--- config.mk ---
export PLATFORM = sky130hd
export DESIGN_NAME = encrypt_and_send
export DESIGN_NICKNAME = d
export VERILOG_FILES = /design/src/rtl/encrypt_and_send.sv
export SDC_FILE = /design/constraint.sdc
export NUM_CORES = 1
export LEC_CHECK = 0
export CORE_MARGIN = 2
export CORE_UTILIZATION = 46
export DETAILED_ROUTE_END_ITERATION = 6
export GPL_TIMING_DRIVEN = 0
export PLACE_DENSITY = 0.77
export SYNTH_ARGS = -nofsm -noshare
export SYNTH_HDL_FRONTEND = slang
export SYNTH_SLANG_ARGS = --single-unit
--- constraint.sdc ---
create_clock -name clk -period 1.9 [get_ports clk]
set_input_delay 0.19 -clock clk [delete_from_list [all_inputs] [get_ports clk]]
set_output_delay 0.19 -clock clk [all_outputs]
set_load 0.05 [all_outputs]
--- src/rtl/encrypt_and_send.sv ---
// encrypt_and_send: serialises {addr,data} MSB first, XOR-encrypted per bit.
// Optional KEY_LFSR_EN: key stream comes from an internal 8-bit LFSR instead of key.
module encrypt_and_send #(
    parameter int ADDR_W     = 4,
    parameter int DATA_W     = 4,
    parameter int GAP_CYCLES = 0
) (
    input  logic              clk,
    input  logic              rst_n,
    input  logic              ena,
    input  logic              valid_in,
    output logic              ready,
    input  logic [ADDR_W-1:0] addr_in,
    input  logic [DATA_W-1:0] data_in,
    input  logic              key,
    output logic              key_out,
    output logic              data_enc,
    output logic              clk_div,
    output logic              done
);

    localparam int F  = ADDR_W + DATA_W;
    localparam int CW = (F > 1) ? $clog2(F) : 1;
    localparam logic [CW-1:0] LAST = CW'(F - 1);
    localparam logic [CW-1:0] HALF = CW'(F / 2);
    localparam logic [3:0] GAP_LAST = (GAP_CYCLES > 0) ? 4'(GAP_CYCLES - 1) : 4'd0;

    localparam logic [1:0] S_IDLE  = 2'd0;
    localparam logic [1:0] S_SHIFT = 2'd1;
    localparam logic [1:0] S_GAP   = 2'd2;

    logic [1:0]    r_state;
    logic [1:0]    w_state_nxt;
    logic [F-1:0]  r_shift;
    logic [F-1:0]  w_shift_nxt;
    logic [CW-1:0] r_cnt;
    logic [CW-1:0] w_cnt_nxt;
    logic [3:0]    r_gap;
    logic [3:0]    w_gap_nxt;
    logic          r_tx;
    logic          w_tx_nxt;
    logic          r_clk_div;
    logic          w_last;
    logic          w_accept;

    assign w_last   = (r_state == S_SHIFT) && (r_cnt == LAST);
    assign ready    = ena && ((r_state == S_IDLE) || (w_last && (GAP_CYCLES == 0)));
    assign w_accept = valid_in && ready;
    assign done     = w_last;
    assign clk_div  = r_clk_div;
    assign data_enc = r_tx ^ key_out;

    always_comb begin
        w_state_nxt = r_state;
        w_shift_nxt = r_shift;
        w_cnt_nxt   = r_cnt;
        w_gap_nxt   = r_gap;
        w_tx_nxt    = r_tx;
        if (w_accept) begin
            w_state_nxt = S_SHIFT;
            w_shift_nxt = {addr_in, data_in};
            w_cnt_nxt   = '0;
            w_tx_nxt    = addr_in[ADDR_W-1];
        end else begin
            case (r_state)
                S_SHIFT: begin
                    if (w_last) begin
                        w_tx_nxt  = 1'b0;
                        w_cnt_nxt = '0;
                        if (GAP_CYCLES > 0) begin
                            w_state_nxt = S_GAP;
                            w_gap_nxt   = '0;
                        end else begin
                            w_state_nxt = S_IDLE;
                        end
                    end else begin
                        w_tx_nxt    = r_shift[F-2];
                        w_shift_nxt = r_shift << 1;
                        w_cnt_nxt   = r_cnt + 1'b1;
                    end
                end
                S_GAP: begin
                    w_tx_nxt = 1'b0;
                    if (r_gap == GAP_LAST) begin
                        w_state_nxt = S_IDLE;
                    end else begin
                        w_gap_nxt = r_gap + 1'b1;
                    end
                end
                default: begin
                    w_tx_nxt    = 1'b0;
                    w_state_nxt = S_IDLE;
                end
            endcase
        end
    end

    // Frame clock is registered from next state so its rising edge lands on bit 0.
    always_ff @(posedge clk or negedge rst_n) begin
        if (!rst_n) begin
            r_state   <= S_IDLE;
            r_shift   <= '0;
            r_cnt     <= '0;
            r_gap     <= '0;
            r_tx      <= 1'b0;
            r_clk_div <= 1'b0;
        end else if (ena) begin
            r_state   <= w_state_nxt;
            r_shift   <= w_shift_nxt;
            r_cnt     <= w_cnt_nxt;
            r_gap     <= w_gap_nxt;
            r_tx      <= w_tx_nxt;
            r_clk_div <= (w_state_nxt == S_SHIFT) && (w_cnt_nxt < HALF);
        end
    end

`ifdef KEY_LFSR_EN
    logic [7:0] r_lfsr;
    logic       w_fb;
    logic       w_unused_key;

    assign w_unused_key = key;
    assign w_fb         = r_lfsr[0] ^ r_lfsr[2] ^ r_lfsr[3] ^ r_lfsr[4];
    assign key_out      = r_lfsr[0];

    always_ff @(posedge clk or negedge rst_n) begin
        if (!rst_n) begin
            r_lfsr <= 8'hA5;
        end else if (ena && (r_state == S_SHIFT)) begin
            r_lfsr <= {w_fb, r_lfsr[7:1]};
        end
    end
`else
    assign key_out = key;
`endif

endmodule

# Yosys cells after proc, flatten, opt, wreduce, memory -nomap -nowiden

Cells that the tools add are included.

Flip-flop bits (word level): 18
Latch bits: 0
RAM bits: 0
Memory bits (read-only): 0
Bits of input ports: 13
Output and inout port bits: 5
Logic and storage cells: 40
Memories kept: 0

$add $sub $neg: 2
$mul: 0
Divide/modulo/power cells: 0
Magnitude comparators: 1
Equality and inequality tests: 5
Shift operators: 0
Muxes and demuxes: 13
Bitwise logic cells: 3
Reductions and logical operators: 10

Operator list:

| cell                                               | number |
|---|---|
| 2-to-1 mux 7 bit                                   | 3 |
| 2-to-1 mux 3 bit                                   | 3 |
| 2-to-1 mux 2 bit                                   | 3 |
| adder 4 x 1 -> 4 bit (second input constant)       | 1 |
| == test 2 x 1 -> 1 bit (second input constant)     | 2 |
| logical AND 1 bit                                  | 4 |
| zero test 4 bit                                    | 1 |
| one-hot mux 2 bit (2 select lines)                 | 1 |
| AND reduction 4 bit                                | 1 |
| adder 3 x 1 -> 3 bit (second input constant)       | 1 |
| == test 3 bit (second input constant)              | 1 |
| less-than comparator 3 bit (second input constant) | 1 |
| 2-to-1 mux 1 bit                                   | 3 |
| AND reduction 3 bit                                | 1 |
| == test 2 bit (second input constant)              | 1 |
| zero test 2 bit                                    | 1 |
| != test 2 x 1 -> 1 bit (second input constant)     | 1 |
| inverter 1 bit                                     | 2 |
| nonzero test 2 bit                                 | 1 |
| logical OR 1 bit                                   | 1 |
| bitwise XOR 1 bit                                  | 1 |

# Logic depth before layout (Yosys ltp)

Word-level depth: 8
Depth in mapped cells: 7
Mapped depth without buffers: 6

# Worst setup path before layout

Ideal clock, no wire load.

Kind: reg-to-reg
From: register r_cnt[0]
To: register r_shift[4]
Library setup time: 0.126 ns
Data arrival time: 1.670 ns
Required time: 1.774 ns
Slack: 0.104 ns
Cell stages (with the launch flop): 7
Path buffers: 1
Clock period less this slack: 1.796 ns
Path through: dfrtp_1 > ha_1 > ha_1 > a21o_4 > and3_4 > buf_6 > a221o_1

Longest elaborated chain between the ends: 7
Elaborated cells on any way between the ends: 9
Those cells by class: 2 x eq/ne; 1 x mux; 6 x reduce/logical

RTL lines:

| element                                                                              | line | text |
|---|---|---|
| start, declared                                                                      | 36   | `logic [CW-1:0] r_cnt;` |
| start signal, assigned                                                               | 110  | `r_cnt <= w_cnt_nxt;` |
| == test 3 bit *                                                                      | 46   | `assign w_last = (r_state == S_SHIFT) && (r_cnt == LAST);` |
| logical AND 1 bit *                                                                  | 46   |  |
| logical OR 1 bit                                                                     | 47   | `assign ready = ena && ((r_state == S_IDLE) \|\| (w_last && (GAP_CYCLES == 0)));` |
| logical AND 1 bit                                                                    | 47   |  |
| logical AND 1 bit                                                                    | 48   | `assign w_accept = valid_in && ready;` |
| != test 2 x 1 -> 1 bit (no source line) / nonzero test 2 bit (equally long branches) | n/a  |  |
| AND reduction 3 bit (no source line)                                                 | n/a  |  |
| end signal, assigned                                                                 | 109  | `r_shift <= w_shift_nxt;` |
| end, declared                                                                        | 34   | `logic [F-1:0] r_shift;` |

Every way passes the cells marked *; elsewhere a longest branch is shown, timed or not.
A chain may end at the register's enable or synchronous reset.

# Final worst setup path

From: register r_cnt[0]
To: output ready

Longest elaborated chain between the ends: 4

RTL lines:

| element           | line | text |
|---|---|---|
| == test 3 bit     | 46   |  |
| logical AND 1 bit | 46   |  |
| logical OR 1 bit  | 47   |  |
| logical AND 1 bit | 47   |  |
| end, declared     | 12   | `output logic ready,` |

Every way passes these cells.

==> results.md <==
* Bufs and invs on worst path at 1
* Worst-Skew Late Latency at a little under 0.3 ns
* Inst Count DP at 141
* Syn. warnings at 0
* Initial DRC Count at 21
* Crit path capture type: output pin
* Synth area leaders: dfrtp_1 44%, ha_1 8.6%, nand2_1 4.1%
* Max frequency at 0.542 GHz
* Global-route wire length before repair at between 3000 and 4000 µm
* DRT Wirelength at slightly above 2000 µm
* Hold Vio Cnt, Final at 0
* Post-synth cell types at 38
* Layout cells sized above 1 at 20.3%
* CP peak stage delay at roughly 0.42 ns
* Tcrit/Tclk final at 97.0%
* Delay-heaviest family, CP: flip-flops
* Worst Path Max Fanout at 5
* Num CTS Buffers at 3
* Setup-failing EPs final at 0
* Cell Count, Final, Fillers Out at ~150
* Synth async-reset ratio at 100%
* Leading area contributor after synthesis: dfrtp_1
* DRC viols at 0
* Mapped Area at 1020 µm²
* Final min period at ~1.8 ns
* Critical path data arrival time at 1.65 ns
* Reg2Reg Depth at 6
* Max_cap viols at 0
* Internal Power at 0.740 mW
* Die height at approximately 50 µm
* Max Clock Skew at 0.000907 ns
* Startpoint Class: flop
* Leakage Power at around 0.57 nW
* Dpl hpwl at roughly 1500 µm
* RSZ-0062 raised after global routing: false
* Register bit total from synthesis at 18
* Relative slew slack at between 40% and 50%
* Syn Inst Count at 96
* Vias in the first global route at between 700 and 800
* GPL Wtd Cong at around 0.84
* CTS tree: yes
* Most common cell in the synthesized netlist: dfrtp_1
* Root Buffer: clkbuf_4
* HP Class: in2async
* Max clock buf depth at 2
* DP Worst Slack at -0.402 ns
* Die width at between 50 and 60 µm
* Power density over the cells at roughly 870 nW/µm²
* Part of the power in combinational logic at a little over a third
* Seq/Total Area, Yosys at between 40% and 50%
* Design area at between 1000 and 1500 µm²
* Critical path's slowest cell: dfrtp_1
* Antenna diode count at 0
* Number of fill cells at approximately 190
* Clk pwr share at around 17%
* Final ANT Viol Nets at 0
* Via Count at between 700 and 800
* Row Count at 17
* Port-buffer cells at 17
* Clock sink total at 18
* Required time worst endpoint at between 1.5 and 2 ns
* Crit Path Category: reg2out
* H-tree levels at 1
* Reg power frac at slightly below 50%
* Pre-antenna DRT Iters at 4
* Vias/cell at approximately 5.2
* Status: completed
* Crit path depth at 5
* Avg WL per Cell at 13.8 µm
* Total gr overflow at 0
* Primary FF master, synth: dfrtp_1
* Setup TNS at 0 ns
* Setup ws final at 0.0562 ns
* Worst vdd ir at 0.502 mV
* Switching power at ~0.38 mW
* Net Sw Frac at between 30% and 40%
* Initial antenna violation count at 0
* # nets final at 140
* Clock-pin slew on the worst setup and hold paths at 0.10 ns
* Commonest cells post-synth: 18 x dfrtp_1, 11 x nand2_1, 7 x ha_1
* Area grow syn2layout at 26.5%
* Largest net degree at the start of global routing at 19
* Cell area after placement at between 1000 and 1500 µm²
* Avg Cell Area, Syn at about 11 µm²
* Worst Tran Pin Value at 0.802 ns
* Syn Nets at approximately 120
* Total die area at approximately 2600 µm²
* CTS Hold Bufs at 0
* Tot GR Track Use at between 10% and 20%
* Starting density of the core at 47.3%
* Final Max Slew Viols at 0
* Post-synth EDFFs at 0
* Critical Path, Cell by Cell: ha_2, ha_4, a21o_4, and2_2, buf_8
* Yosys top cell area share at 44.3%
* # IOs at 18
* Core area at roughly 2100 µm²
==> sequential cells by signal, summed over array words and instances, names as in the netlist <==
signal   count
clk_div      1
r_cnt        3
r_tx         1
r_state      2
r_gap        4
r_shift      7
==> metal layers <==
metal / track usage (%) / up-vias / part of all wire [%]
li1: - / 385 / -
met1: 22.3 / 364 / 46
met2: 29.7 / 15 / 50
met3: 2.92 / 2 / 3.3
met4: 6.76 / 0 / 0.84
met5: 0 / - / 0
==> power by group through the flow <==
stage / clock network (mW) / registers [mW] / logic, mW
6_report: 0.192 / 0.538 / 0.388
5_1_grt: 0.209 / 0.550 / 0.431
4_1_cts: 0.201 / 0.541 / 0.369
3_5_place_dp: 0 / 0.545 / 0.356
3_3_place_gp: 0 / 0.540 / 0.342
2_1_floorplan: 0 / 0.539 / 0.241
==> kinds of logic (layout without fill, tap and decap cells) <==
family          after synthesis  in the layout  synth area share [%]
xor+xnor                      4              4                  3.45
mux                           2              2                  1.97
fa+ha+maj                     7              7                  8.62
flops                        18             18                  44.3
simple gates                 34             34                  19.7
buf+inv                       9             31                  4.43
compound gates               22             22                  17.5
==> cell type report <==
class | instances | area [µm²] | share of cell area, %
multi-input combinational | 69 | 538 | 41.9
sequential | 18 | 450 | 35.1
clock buffer | 3 | 22.5 | 1.75
inverter | 6 | 22.5 | 1.75
tap | 28 | 35.0 | 2.73
timing repair buffer | 19 | 194 | 15.1
buffer | 3 | 22.5 | 1.75
==> final timing paths <==
check,startpoint,end,slack (ns)
worst max register to register,r_cnt[0],r_shift[3],0.11
worst min-delay path,rst_n,r_shift[5],0.35
worst min register to register,r_gap[3],r_gap[3],0.50
worst max-delay path,r_cnt[0],ready,0.06
min in group clk,addr_in[1],r_shift[5],0.42
max in group asynchronous,rst_n,r_tx,1.05
==> cell usage in the layout (no fill, tap or decap), types with 2 or more instances in the layout <==
cell and n:
nand3_1 2, and2_2 3, nor2b_1 3, xnor2_1 3, and3_1 2, dfrtp_1 18
ha_2 2, and3_2 2, mux2i_1 2, a221o_1 4, nand2_1 11, inv_1 6
clkbuf_4 3, o21ai_0 4, o21ai_1 3, nor2_1 2, clkdlybuf4s50_1 14, ha_1 4
buf_4 3, a21oi_1 2
==> per-stage QoR <==
stage	utilization [%]	total power, mW	hold WS (ns)
CTS	58.7	1.11	0.378
finish	59.8	1.12	0.349
floorplan	-	0.780	-0.106
global placement	56.8	0.882	0.478
detailed placement	56.8	0.902	0.488
global route	59.8	1.19	0.437
==> worst register-to-register path: stages, from the launching register on <==
cell and delay (ns):
dfrtp_1 0.42, ha_2 0.20, ha_4 0.17, a21o_4 0.22
and3_4 0.18, buf_6 0.13, a221o_1 0.35
==> what timing repair did <==
action                                  CTS  global route
setup buffers                             0             2
resized for setup                        13             3
endpoints found under the setup margin    6             4
pin swaps                                 0             2
Power figures use the tool's default switching activity.
